`config.mk`:
```
export PLATFORM = sky130hd
export DESIGN_NAME = sample_streamer
export DESIGN_NICKNAME = d
export VERILOG_FILES = /design/src/rtl/sample_streamer.sv
export SDC_FILE = /design/constraint.sdc
export NUM_CORES = 1
export LEC_CHECK = 0
export BUFFER_PORTS_ARGS = -buffer_cell sky130_fd_sc_hd__buf_2
export CAP_MARGIN = 25
export CORE_UTILIZATION = 30
export CTS_BUF_LIST = sky130_fd_sc_hd__clkbuf_4 sky130_fd_sc_hd__clkbuf_8
export CTS_CLUSTER_DIAMETER = 30
export CTS_CLUSTER_SIZE = 40
export DETAILED_ROUTE_END_ITERATION = 7
export PLACE_DENSITY_LB_ADDON = 0.08
export SYNTH_ARGS = -nofsm -noshare
export SYNTH_HDL_FRONTEND = slang
export SYNTH_SLANG_ARGS = --single-unit
```
`constraint.sdc`:
```
create_clock -name clk_50mhz -period 3.4 [get_ports clk_50mhz]
set_input_delay 0.34 -clock clk_50mhz [delete_from_list [all_inputs] [get_ports clk_50mhz]]
set_output_delay 0.34 -clock clk_50mhz [all_outputs]
set_load 0.02 [all_outputs]
```
`src/rtl/sample_streamer.sv`:
```
// Streams a window of multi-byte samples from capture memory to the UART.
// Window may wrap the circular buffer; optional idle gap between samples.
module sample_streamer #(
  parameter int unsigned ADDR_W       = 8,
  parameter int unsigned SAMPLE_BYTES = 1,
  parameter int unsigned MEM_LATENCY  = 1,
  parameter int unsigned GAP_CYCLES   = 0
) (
  input  logic                      clk_50mhz,
  input  logic                      reset,
  input  logic                      activate,
  input  logic [ADDR_W-1:0]         start_addr,
  input  logic [ADDR_W:0]           count,
  output logic                      done,
  output logic                      busy,
  output logic [ADDR_W:0]           sent,
  input  logic                      tx_active,
  output logic                      tx_start,
  output logic [7:0]                tx_data,
  output logic [ADDR_W-1:0]         mem_addr,
  output logic                      mem_oe,
  input  logic [8*SAMPLE_BYTES-1:0] mem_data
);

  localparam int unsigned DW = 8 * SAMPLE_BYTES;
  localparam logic [2:0]  LAT_LAST = 3'(MEM_LATENCY - 1);
  localparam logic [23:0] GAP_LAST = 24'(GAP_CYCLES - 1);
  localparam logic [1:0]  IDX_LAST = 2'(SAMPLE_BYTES - 1);

  typedef enum logic [2:0] {
    S_IDLE, S_FETCH, S_LOAD, S_SEND, S_DRAIN, S_GAP, S_DONE
  } state_e;

  state_e          state_q, state_d;
  logic [ADDR_W:0] count_q, sent_q, sent_inc;
  logic [ADDR_W-1:0] addr_q;
  logic [DW-1:0]   sh_q, sh_nxt;
  logic [1:0]      idx_q;
  logic [2:0]      lat_q;
  logic [23:0]     gap_q;
  logic            last_byte;
  logic            done_q, busy_q, txs_q, oe_q;
  logic [7:0]      txd_q;

  assign sent_inc  = sent_q + (ADDR_W+1)'(1);
  assign sh_nxt    = sh_q << 8;
  assign last_byte = (idx_q == IDX_LAST);

  always_comb begin
    state_d = state_q;
    case (state_q)
      S_IDLE:
        if (activate)
          state_d = (count == '0) ? S_DONE : S_FETCH;
      S_FETCH:
        if (!activate)               state_d = S_DONE;
        else if (lat_q == LAT_LAST)  state_d = S_LOAD;
      S_LOAD:
        state_d = activate ? S_SEND : S_DONE;
      S_SEND:
        if (tx_active) state_d = S_DRAIN;
      S_DRAIN:
        if (!tx_active) begin
          if (!last_byte)
            state_d = activate ? S_SEND : S_DONE;
          else if (!activate || sent_inc == count_q)
            state_d = S_DONE;
          else
            state_d = (GAP_CYCLES > 0) ? S_GAP : S_FETCH;
        end
      S_GAP:
        if (!activate)               state_d = S_DONE;
        else if (gap_q == GAP_LAST)  state_d = S_FETCH;
      S_DONE:
        if (!activate && !tx_active) state_d = S_IDLE;
      default:
        state_d = S_IDLE;
    endcase
  end

  always_ff @(posedge clk_50mhz) begin
    if (reset) begin
      state_q <= S_IDLE;
      count_q <= '0;
      sent_q  <= '0;
      addr_q  <= '0;
      sh_q    <= '0;
      idx_q   <= '0;
      lat_q   <= '0;
      gap_q   <= '0;
      done_q  <= 1'b0;
      busy_q  <= 1'b0;
      txs_q   <= 1'b0;
      oe_q    <= 1'b0;
      txd_q   <= '0;
    end else begin
      state_q <= state_d;
      done_q  <= (state_d == S_DONE);
      busy_q  <= !(state_d inside {S_IDLE, S_DONE});
      txs_q   <= (state_d == S_SEND);
      oe_q    <= (state_d == S_FETCH) || (state_d == S_LOAD);
      lat_q   <= (state_q == S_FETCH && state_d == S_FETCH) ?
                 lat_q + 3'd1 : '0;
      gap_q   <= (state_q == S_GAP && state_d == S_GAP) ?
                 gap_q + 24'd1 : '0;
      if (state_q == S_IDLE && activate) begin
        count_q <= count;
        sent_q  <= '0;
        addr_q  <= start_addr;
      end
      if (state_q == S_LOAD) begin
        sh_q  <= mem_data;
        idx_q <= '0;
      end
      // only whole samples advance sent and the read address
      if (state_q == S_DRAIN && !tx_active) begin
        if (last_byte) begin
          sent_q <= sent_inc;
          addr_q <= addr_q + ADDR_W'(1);
        end else begin
          idx_q <= idx_q + 2'd1;
          sh_q  <= sh_nxt;
        end
      end
      if (state_d == S_IDLE) addr_q <= '0;
      if (state_d != S_SEND)       txd_q <= '0;
      else if (state_q == S_LOAD)  txd_q <= mem_data[DW-1 -: 8];
      else if (state_q == S_DRAIN) txd_q <= sh_nxt[DW-1 -: 8];
    end
  end

  assign done     = done_q;
  assign busy     = busy_q;
  assign sent     = sent_q;
  assign tx_start = txs_q;
  assign tx_data  = txd_q;
  assign mem_addr = addr_q;
  assign mem_oe   = oe_q;

endmodule

```
After elaboration in Yosys (flattened, before gate mapping)
Cells that the tools add are included.

word-level totals
  logic and storage cells = 78
  register bits = 70
  bits in writable memories = 0
  bits in latches = 0
  output and inout bits = 29
  memories = 0
  ROM bits = 0

operators by class
  equal/unequal tests = 14
  divide/modulo/power cells = 0
  bitwise gates (word level) = 2
  shift-type cells = 0
  mux-type cells = 24
  reductions and logical operators = 21
  magnitude comparators = 0
  add/subtract/negate cells = 5
  $mul = 0

operators with widths
  operator                                                               count
  8-bit 2-to-1 mux                                                       5
  3-bit 2-to-1 mux                                                       12
  9-bit 2-to-1 mux                                                       3
  24-bit by 1-bit adder with 24-bit output, second input constant        1
  24-bit equality test, second input constant                            1
  3-bit one-hot mux with 7 select lines                                  1
  3-bit equality test, second input constant                             5
  3-bit by 2-bit equality test with 1-bit output, second input constant  4
  9-bit by 1-bit adder with 9-bit output, second input constant          1
  9-bit equality test                                                    1
  3-bit zero test                                                        3
  9-bit zero test                                                        1
  8-bit by 1-bit adder with 8-bit output, second input constant          1
  2-bit OR reduction                                                     4
  3-bit by 1-bit equality test with 1-bit output, second input constant  2
  2-bit 2-to-1 mux                                                       3
  1-bit logical AND                                                      5
  2-bit nonzero test                                                     2
  3-bit by 1-bit adder with 3-bit output, second input constant          1
  1-bit zero test                                                        3
  3-bit by 2-bit != test with 1-bit output, second input constant        1
  2-bit by 1-bit adder with 2-bit output, second input constant          1
  2-bit zero test                                                        1
  1-bit logical OR                                                       2
  1-bit NOT                                                              2

Longest topological paths before layout
Gate-level depths: netlist (run 1).

  depth in word-level cells = 11
  gate-level depth with buffers = 10
  mapped depth without buffers = 9

Worst setup path after synthesis (run 1)
No wires, ideal clock.

  path kind = reg2reg
  start = register sent_q[0], in the netlist sent[0]
  end = register addr_q[2], in the netlist mem_addr[2]
  stages on the path, launching flop included = 9
  required time = 3.313 ns
  library setup time = 0.087 ns
  path slack = 0.728 ns
  arrival = 2.585 ns
  cell sequence = dfxtp_1 -> ha_1 -> buf_2 -> or4b_4 -> a2111oi_4 -> a41oi_1 -> and3b_1 -> buf_6 -> nor4_4

on the way
  word-level cells in the longest chain between the ends = 9

RTL lines
  element                                 line  source
  start: declaration                      35    logic [ADDR_W:0] count_q, sent_q, sent_inc;
  start signal: assignment                118   sent_q <= sent_inc;
  9-bit by 1-bit adder with 9-bit output  45    assign sent_inc = sent_q + (ADDR_W+1)'(1);
  9-bit equality test                     66    else if (!activate || sent_inc == count_q)
  1-bit logical OR                        66
  3-bit 2-to-1 mux                        66
  3-bit 2-to-1 mux                        64    if (!last_byte)
  3-bit 2-to-1 mux                        63    if (!tx_active) begin
  3-bit one-hot mux with 7 select lines   51    case (state_q)
  3-bit zero test                         125   if (state_d == S_IDLE) addr_q <= '0;
  2-bit OR reduction (no line)            --
  end signal: assignment                  109   addr_q <= start_addr;
  end signal: assignment                  119   addr_q <= addr_q + ADDR_W'(1);
  end: declaration                        36    logic [ADDR_W-1:0] addr_q;

No other way between the ends.
A chain may end at the register's enable or synchronous reset.

Worst setup path after layout (run 1)
Ends and elaborated chain as after synthesis.

==> results.md, run 1 <==
- Largest net degree at the start of global routing: 28
- RSZ-0062 raised after global routing: no
- Busiest grt layer: met2
- Least-Margin Pin Slew: 1055 ps
- GRT met1 Usage: 0.2013
- Fmax: 0.3384 GHz
- Cell row count: 39
- Post-synth top flop: dfxtp_1
- Area of the multi-input gates: 2004 µm²
- Syn Area/Cell: 8.192 µm²
- Result of the run: finished, violations left
- Antenna violations before repair: 0
- Slew margin rel.: 0.2892
- Post-synth EDFFs: 0
- CTS Hold Bufs: 0
- Worst slack, placed: 413.0 ps
- Final Cycle Share: 0.8692
- Crit end category: flip-flop
- Final setup TNS: 0 ps
- Commonest cells after routing, fill and taps aside: dfxtp_1, nor2_1, buf_2, nand2_1, a21oi_1
- Kind of critical path: reg -> reg
- Maximum capacitance violations: 0
- Worst R2R Path Depth: 8
- Area growth from synthesis to layout: 17.59%
- Die width: 111.0 µm
- Final min period: 2955 ps
- Crit path DAT: 3170 ps
- Flop-to-flop setup slack: 440 ps
- Total Power: 0.002377 W
- CP startpoint: sent[0]
- Die H: 111.0 µm
- Post-CTS Resized: 0
- Worst hold-check path type: in -> reg
- Worst skew pair latency: 340 ps
- Syn nets: between 400 and 500
- H-Tree Level Count: 3
- First-pass GRT wire length: 14.77 mm
- Clock Path Buffers: 2
- Die footprint: 12320 µm²
- Sequential share of the synthesized area: 0.3933
- Post-CTS setup buffer count: 0
- Clock sink total: 70
- Asr flop ratio synth: 0
- Slew Limit Fails: 0
- Post-DP HPWL: 6.228 mm
- I/O pin total: 58
- Warnings, synthesis: 0
- Number of global-route vias before repair: 2902
- Required @ worst endpoint: 3620 ps
- # fillers: 1233
- Routed wire per std cell: 14.05 µm
- Worst R2R End: mem_addr[2]
- Placer Congestion: 0.7326
- Final cell count without fillers: 635
- Drt total wl: 8.922 mm
- Hold Crit Depth: 3
- Cell Area, Placed: between 3000 and 4000 µm²
- Commonest non-fill, non-tap cell in the layout: dfxtp_1
- FF-to-FF Start: sent[0]
- Slowest cell on the critical path: and3b_1
- Skew final: 8.003 ps
- Core area: 11520 µm²
- Setup-failing EPs final: 0
- Met2 GRT Util: 0.2361
- Design Area, Final: 4190 µm²
- Maximum vdd drop: 0.0002068 V
- Hold Crit Start: count[8]
- End point of the worst hold path: count_q[8]
- Drt via density: 5.002
- Leak Pwr: 1.579 nW
- Distinct cells, synth: 55
- Clk root buf: clkbuf_8
- FF+latch area: 1401 µm²
- Nets: 524
- Failing checks: DRC
- Gr ovfl total: 0
- 1st-iter DRT viols: around 160
- CTS clk-pin slew, worst paths: 70 ps
- Fin. Hold Viols: 0
- FF+latch count, synth: 70
- Vias: approximately 3200
- Antenna Nets Post-Route: 0
- Num CTS Buffers: 9
- Power Density: 567.3 nW/µm²
- CP Launch Type: flip-flop
- Share of layout cells above drive strength 1: 0.2134
- CTS tree: done
- Setup ws final: 444.6 ps
- Global-route total usage across every layer: 0.1518
- Drt first pass iters: 7
- Met3 usage: 0.04538
- CP peak stage delay: 590 ps
- DR DRC count: 10
- Mapped cell area: 3563 µm²
- Port bufs: 57
- Worst-path maximum fanout: 9
- Cell total after placement: 620
- # diodes: 0
- CP Cell Sequence: ha_1, nand2_1, nor2_1, o311ai_0, a2111oi_4, a41oi_1, and3b_1, nor4_4
- Gate Count Post-Synth: 435
- Starting Density: 0.3094
-- area by class of cell --
| type | count | share of cell area |
|---|---|---|
| sequential | 70 | 0.3344 |
| timing repair buffer | 66 | 0.08420 |
| clock inverter | 3 | 0.01015 |
| inverter | 12 | 0.01075 |
| multi-input combinational | 329 | 0.4784 |
| clock buffer | 12 | 0.03941 |
| tap | 143 | 0.04270 |
-- through the flow --
step                utilization  hold WS, ps
floorplan                     -        417.3
global placement         0.3458        428.6
detailed placement       0.3458        443.1
CTS                      0.3639        227.9
global route             0.3639        228.5
finish                   0.3639        247.9
-- cells in the mapped netlist, drive strengths merged (7+ instances only) --
cell type  instances  area, µm²
dfxtp             70       1401
nor2              67      271.5
nand2             54      202.7
a21oi             27      135.1
nand3             20      100.1
nor3              18      130.1
xor2              18      157.7
xnor2             17      148.9
o21ai             16      80.08
clkbuf            15      56.30
inv               12      45.04
a22oi             10      75.07
buf                9      56.30
a22o               8      70.07
and3               8      51.30
nand4              8      50.05
ha                 7      87.58
-- flip-flops by register name, summed over array words and instances (netlist names) --
signal    count
busy          1
count_q       9
done          1
gap_q        24
idx_q         2
lat_q         3
mem_addr      8
mem_oe        1
sent          9
state_q       3
tx_data       8
tx_start      1
-- metal layers --
metal	up-vias	wire (µm)
met3	8	404
met1	1475	4478
met4	0	85
met2	68	3953
met5	-	0
li1	1625	-
-- worst max path at each step --
| stage | to | depth (start not counted) |
|---|---|---|
| global placement | tx_data[4] | 8 |
| CTS | mem_addr[2] | 8 |
| finish | mem_addr[2] | 8 |
| floorplan | mem_addr[2] | 8 |
| detailed placement | mem_addr[2] | 8 |
| global route | mem_addr[2] | 8 |
-- worst max-delay path: cells and delay by family (launching register included) --
kind            cells  cell delay, ps
fa+ha+maj           1             320
flops               1             370
simple gates        4             850
compound gates      3            1270
-- where the power goes --
group / internal, W / total, W / switching, W
Clock: 0.000394 / 0.000710 / 0.000316
Combinational: 0.000252 / 0.000681 / 0.000428
Sequential: 0.000885 / 0.000986 / 0.000101
Total: 0.00153 / 0.00238 / 0.000846
-- kinds of logic after synthesis --
logic type / Yosys count / synth area share
adders and majority gates: 7 / 0.02458
DFF: 70 / 0.3933
buffers and inverters: 36 / 0.04424
xor gates and xnor gates: 35 / 0.08602
and+or+nand+nor: 201 / 0.2837
AOI/OAI and AO/OA: 86 / 0.1682
(Power assumes the default switching activity.)
==> run 2, diff against run 1 <==
Settings changed: CORE_UTILIZATION 30 to 35, MAX_ROUTING_LAYER set to met4.
==> run 2 against run 1 <==
- the run now ends clean
- sequential cell count unchanged
- die area fell by 14%
- power fell by 4.4%
- fmax rose by 0.48%
- global-route usage increased by 2.4 points
- cell count is 1.7% lower
- hold slack better by 2.7 ps
- clock power fell by 12%
- critical endpoint is now tx_data[6]
==> results.md, run 2 (synthesis results as in run 1) <==
- Result of the run: finished clean
- Post-DP HPWL: 5.953 mm (-4.4%)
- Post-CTS setup buffer count: 0 (unchanged)
- Crit path DAT: 3220 ps (+50 ps)
- Area growth from synthesis to layout: 16.29%
- Antenna violations before repair: 0 (unchanged)
- # fillers: 1078 (-13%)
- Die H: 102.9 µm (-7.3%)
- Number of global-route vias before repair: 2928 (+0.90%)
- I/O pin total: 58 (unchanged)
- Core area: 9819 µm² (-15%)
- Drt first pass iters: 4 (-3)
- # diodes: 0 (unchanged)
- Final Cycle Share: 0.8651 (-0.004164)
- Slew Limit Fails: 0 (unchanged)
- CP Launch Type: flip-flop
- CTS Hold Bufs: 0 (unchanged)
- Final setup TNS: 0 ps (unchanged)
- Cell row count: 36 (-7.7%)
- Vias: 3175 (-0.031%)
- Post-CTS Resized: 0 (unchanged)
- Die footprint: 10590 µm² (-14%)
- Switching portion of total power: 0.3675 (+0.01172)
- RSZ-0062 raised after global routing: no
- Fmax: 0.3400 GHz (+0.48%)
- Skew final: 6.839 ps (-1.163 ps)
- Max reg flops: 24 (unchanged)
- Largest net degree at the start of global routing: 36 (+29%)
- Starting Density: 0.3629 (+0.05346)
- 1st-iter DRT viols: 111 (-32%)
- Internal power: 0.001438 W (-6.1%)
- Share of layout cells above drive strength 1: 0.2118 (-0.001602)
- CP Cell Sequence: ha_1, and3_1, and3_2, xnor2_1, a2111oi_4, a41oi_1, or3_1, nor2_2
- First-pass GRT wire length: 14.01 mm (-5.2%)
- Least-Margin Pin Slew: 955.8 ps (-99.28 ps)
- Clk root buf: clkbuf_8
- Clock power share: 0.274 (-0.025)
- Maximum vdd drop: 0.0002317 V (+12%)
- Routed wire per std cell: 13.56 µm (-3.5%)
- Worst skew pair latency: 340 ps (about the same)
- Maximum capacitance violations: 0 (unchanged)
- Commonest non-fill, non-tap cell in the layout: dfxtp_1
- Drt total wl: 8.463 mm (-5.1%)
- Port bufs: 57 (unchanged)
- DR DRC count: 0 (-10)
- Power share of the sequential group: 0.423 (+0.008)
- Power Density: 548.6 nW/µm² (-3.3%)
- Total Power: 0.002273 W (-4.4%)
- Worst-path maximum fanout: 9 (unchanged)
- Slowest cell on the critical path: or3_1
- Crit end category: flip-flop
- Num CTS Buffers: 9 (unchanged)
- Antenna Nets Post-Route: 0 (unchanged)
- Clock sink total: 70 (unchanged)
- Gr ovfl total: 0 (unchanged)
- Slew margin rel.: 0.3560 (+0.06689)
- Kind of critical path: reg -> reg
- Final min period: 2941 ps (-14.16 ps)
- Leak Pwr: 1.558 nW (-1.4%)
- Commonest cells after routing, fill and taps aside: dfxtp_1, nor2_1, buf_2, nand2_1, a21oi_1
- Fin. Hold Viols: 0 (unchanged)
- H-Tree Level Count: 3 (unchanged)
- Die width: 102.9 µm (-7.3%)
- Global-route total usage across every layer: 0.1762 (+0.02438)
- Logic pwr share: 0.303 (+0.017)
- Setup-failing EPs final: 0 (unchanged)
- Nets: 522 (-0.38%)
- Drt via density: 5.088 (+1.7%)
- Placer Congestion: 0.8454 (+15%)
- CP peak stage delay: 630 ps (+40 ps)
- Worst hold-check path type: in -> reg
- Register with the highest flop count: gap_q
- Required @ worst endpoint: 3680 ps (+60 ps)
- Clock Path Buffers: 2 (unchanged)
- CTS tree: done
- Switching pwr: 0.0008353 W (-1.2%)
- CTS clk-pin slew, worst paths: 80 ps (about the same)
run 2: final timing paths:
kind / startpoint / end / slack (ps) / cells after the start
setup / recovery: sent[0] / tx_data[6] / 460 / 8
hold / removal: count[0] / count_q[0] / 250 / 3
setup reg to reg: sent[0] / tx_data[6] / 460 / 8
hold reg to reg: lat_q[0] / lat_q[0] / 450 / 1
run 2: layer usage:
layer | wire (µm) | part of all wire | GRT usage | vias up
li1 | - | - | - | 1625
met1 | 4211 | 0.50 | 0.2293 | 1466
met2 | 3774 | 0.45 | 0.2723 | 78
met3 | 419 | 0.050 | 0.04678 | 6
met4 | 57 | 0.0067 | 0.04225 | 0
met5 | 0 | 0 | - | -
run 2: power by group through the flow:
stage	sequential (W)	clock, W	combinational [W]
2_1_floorplan	0.000993	0	0.000493
3_3_place_gp	0.000980	0	0.000679
3_5_place_dp	0.000980	0	0.000695
4_1_cts	0.000961	0.000656	0.000697
5_1_grt	0.000972	0.000685	0.000774
6_report	0.000961	0.000623	0.000689
run 2: cell type report:
type / count / area (µm²) / share of cell area
clock buffer: 11 / 151.4 / 0.03653
clock inverter: 5 / 33.78 / 0.008152
inverter: 12 / 45.04 / 0.01087
multi-input combinational: 329 / 2004 / 0.4837
sequential: 70 / 1401 / 0.3382
tap: 133 / 166.4 / 0.04016
timing repair buffer: 64 / 341.6 / 0.08243
run 2: stage by stage:
| stage | instances | cell area [µm²] | worst slack (ps) | hold slack, ps | util |
|---|---|---|---|---|---|
| 3_5_place_dp | 608 | 3959 | 445.0 | 445.3 | 0.4032 |
| 2_1_floorplan | 435 | 3563 | 727.7 | 417.3 | - |
| 5_1_grt | 624 | 4144 | 154.7 | 233.5 | 0.4220 |
| 6_report | 624 | 4144 | 458.8 | 250.6 | 0.4220 |
| 4_1_cts | 624 | 4144 | 415.5 | 230.4 | 0.4220 |
| 3_3_place_gp | 607 | 3948 | 377.7 | 428.5 | 0.4020 |
run 2: critical path, delay by kind of cell, from the launching register on:
| kind | cells | cell delay [ps] |
|---|---|---|
| flip-flops | 1 | 440 |
| AO/OA/AOI/OAI | 2 | 690 |
| adder cells (fa/ha/maj) | 1 | 370 |
| AND/OR/NAND/NOR | 4 | 1260 |
| XOR/XNOR | 1 | 110 |
==> run 3, diff against run 2 <==
Settings changed: SETUP_SLACK_MARGIN set to 0.5.
==> run 3 against run 2 <==
- first-iteration DRC count decreased by 21%
- die area unchanged
- sequential power about the same
- combinational power increased by 2%
- setup slack improved by 210 ps
- core utilization increased by 0.18 points
- wire length increased by 0.95%
- via count increased by 0.19%
- final area increased by 0.42%
- largest cell class unchanged
- largest power group unchanged
==> results.md, run 3 (synthesis results as in run 1) <==
- # diodes: 0 (unchanged)
- Placer Congestion: 0.8454 (unchanged)
- Drt first pass iters: 4 (unchanged)
- Share of layout cells above drive strength 1: 0.2220 (+0.01018)
- Drt via density: 5.098 (+0.19%)
- Clk root buf: clkbuf_8
- Port bufs: 57 (unchanged)
- Antenna Nets Post-Route: 0 (unchanged)
- Setup-failing EPs final: 0 (unchanged)
- Result of the run: finished clean
- Num CTS Buffers: 9 (unchanged)
- Core area: 9819 µm² (unchanged)
- Die footprint: 10590 µm² (unchanged)
- Slew margin rel.: 0.3807 (+0.02462)
- Hold Crit Depth: 3 (unchanged)
- Worst-path maximum fanout: 9 (unchanged)
- Power share of the sequential group: 0.420 (-0.003)
- Register with the highest flop count: gap_q
- Worst hold-check path type: in -> reg
- Clock sink total: 70 (unchanged)
- Clock Path Buffers: 2 (unchanged)
- Skew final: 5.744 ps (-1.096 ps)
- Power Density: 550.5 nW/µm² (+0.34%)
- FF-to-FF Start: sent[0]
- I/O pin total: 58 (unchanged)
- Global-route total usage across every layer: 0.1770 (+0.0007416)
- Worst skew pair latency: 340 ps (about the same)
- Antenna violations before repair: 0 (unchanged)
- Fmax: 0.3665 GHz (+7.8%)
- Worst R2R Path Depth: 8 (unchanged)
- Starting Density: 0.3629 (unchanged)
- Maximum capacitance violations: 0 (unchanged)
- CTS tree: done
- 1st-iter DRT viols: 88 (-21%)
- Largest net degree at the start of global routing: 36 (unchanged)
- Clock power share: 0.273 (about the same)
- Final setup TNS: 0 ps (unchanged)
- RSZ-0062 raised after global routing: yes
- CTS clk-pin slew, worst paths: 80 ps (about the same)
- Leak Pwr: 1.557 nW (about the same)
- Final Cycle Share: 0.8026 (-0.06251)
- DR DRC count: 0 (unchanged)
- Fin. Hold Viols: 0 (unchanged)
- Crit end category: flip-flop
- Internal power: 0.001445 W (+0.48%)
- CP Launch Type: flip-flop
- Final cell count without fillers: 624 (unchanged)
- Commonest cells after routing, fill and taps aside: dfxtp_1, nor2_1, buf_2, nand2_1, a21oi_1
- Maximum vdd drop: 0.0002304 V (-0.55%)
- Hold Crit Start: count[0]
- Least-Margin Pin Slew: 919.3 ps (-36.54 ps)
- Required @ worst endpoint: 3660 ps (-20 ps)
- Die H: 102.9 µm (unchanged)
- Gr ovfl total: 0 (unchanged)
- Switching portion of total power: 0.3692 (+0.001764)
- Crit path DAT: 2980 ps (-240 ps)
- # fillers: 1075 (-0.28%)
- Slew Limit Fails: 0 (unchanged)
- Vias: 3181 (+0.19%)
- CTS Hold Bufs: 0 (unchanged)
- Post-CTS setup buffer count: 0 (unchanged)
- Area growth from synthesis to layout: 16.78%
- Max reg flops: 24 (unchanged)
- Nets: 522 (unchanged)
- Number of global-route vias before repair: 2946 (+0.61%)
- First-pass GRT wire length: 14.07 mm (+0.44%)
- Drt total wl: 8.543 mm (+0.95%)
- Cell total after placement: 608 (unchanged)
- Kind of critical path: reg -> reg
- Die width: 102.9 µm (unchanged)
- Cell row count: 36 (unchanged)
- Commonest non-fill, non-tap cell in the layout: dfxtp_1
- Logic pwr share: 0.307 (+0.004)
- H-Tree Level Count: 3 (unchanged)
- Routed wire per std cell: 13.69 µm (+0.95%)
- Switching pwr: 0.0008458 W (+1.2%)
- Post-DP HPWL: 5.953 mm (unchanged)
- CP startpoint: sent[0]
- Final min period: 2729 ps (-212.5 ps)
==> run 3: stage by stage <==
| step | setup slack [ps] | power [W] | util | instance area (µm²) | hold WS (ps) |
|---|---|---|---|---|---|
| CTS | 585.0 | 0.002319 | 0.4229 | 4153 | 230.4 |
| finish | 671.3 | 0.002291 | 0.4238 | 4161 | 247.2 |
| floorplan | 727.7 | 0.001486 | - | 3563 | 417.3 |
| detailed placement | 445.0 | 0.001675 | 0.4032 | 3959 | 445.3 |
| global placement | 377.7 | 0.001659 | 0.4020 | 3948 | 428.5 |
| global route | 468.2 | 0.002443 | 0.4238 | 4161 | 233.5 |
==> run 3: critical path, cell delays in order (launching register included) <==
cell and delay [ps]:
dfxtp_1 450, ha_2 320, and3_1 200, and3_2 220, xnor2_1 110, a2111oi_4 420
a41o_2 330, and3b_2 330, nor4_4 270
==> run 3: layout make-up <==
class                           instances  area [µm²]  area share
Tap cell                              133       166.4     0.03999
Timing Repair Buffer                   64       341.6     0.08208
Clock inverter                          5       33.78    0.008118
Sequential cell                        70        1403      0.3370
Inverter                               12       45.04     0.01082
Multi-Input combinational cell        329        2021      0.4856
Clock buffer                           11       151.4     0.03638
==> run 3: power groups by stage <==
stage                     combinational, W  clock, W  sequential, W
after floorplan                   0.000493         0       0.000993
after global placement            0.000679         0       0.000980
after detailed placement          0.000695         0       0.000980
after CTS                         0.000702  0.000656       0.000961
after global routing              0.000786  0.000685       0.000973
final                             0.000703  0.000625       0.000963
==> run 3: timing repair <==
action | in CTS | in global routing
resized for setup | 3 | 2
cloned | 0 | 0
endpoints found under the setup margin | 17 | 22
pin swaps | 0 | 0
==> run 3: path summary, 6_finish.rpt <==
check / endpoint / slack, ps
max reg2reg: mem_addr[2] / 670
min reg2reg: lat_q[0] / 450
min: count_q[0] / 250
max: mem_addr[2] / 670
==> run 3: layer usage <==
layer / vias up / part of all wire / track usage / routed length (µm)
met4: 0 / 0.0077 / 0.04009 / 66
met3: 8 / 0.056 / 0.05085 / 482
met2: 72 / 0.44 / 0.2749 / 3766
li1: 1625 / - / - / -
met1: 1476 / 0.49 / 0.2277 / 4228
met5: - / 0 / - / 0
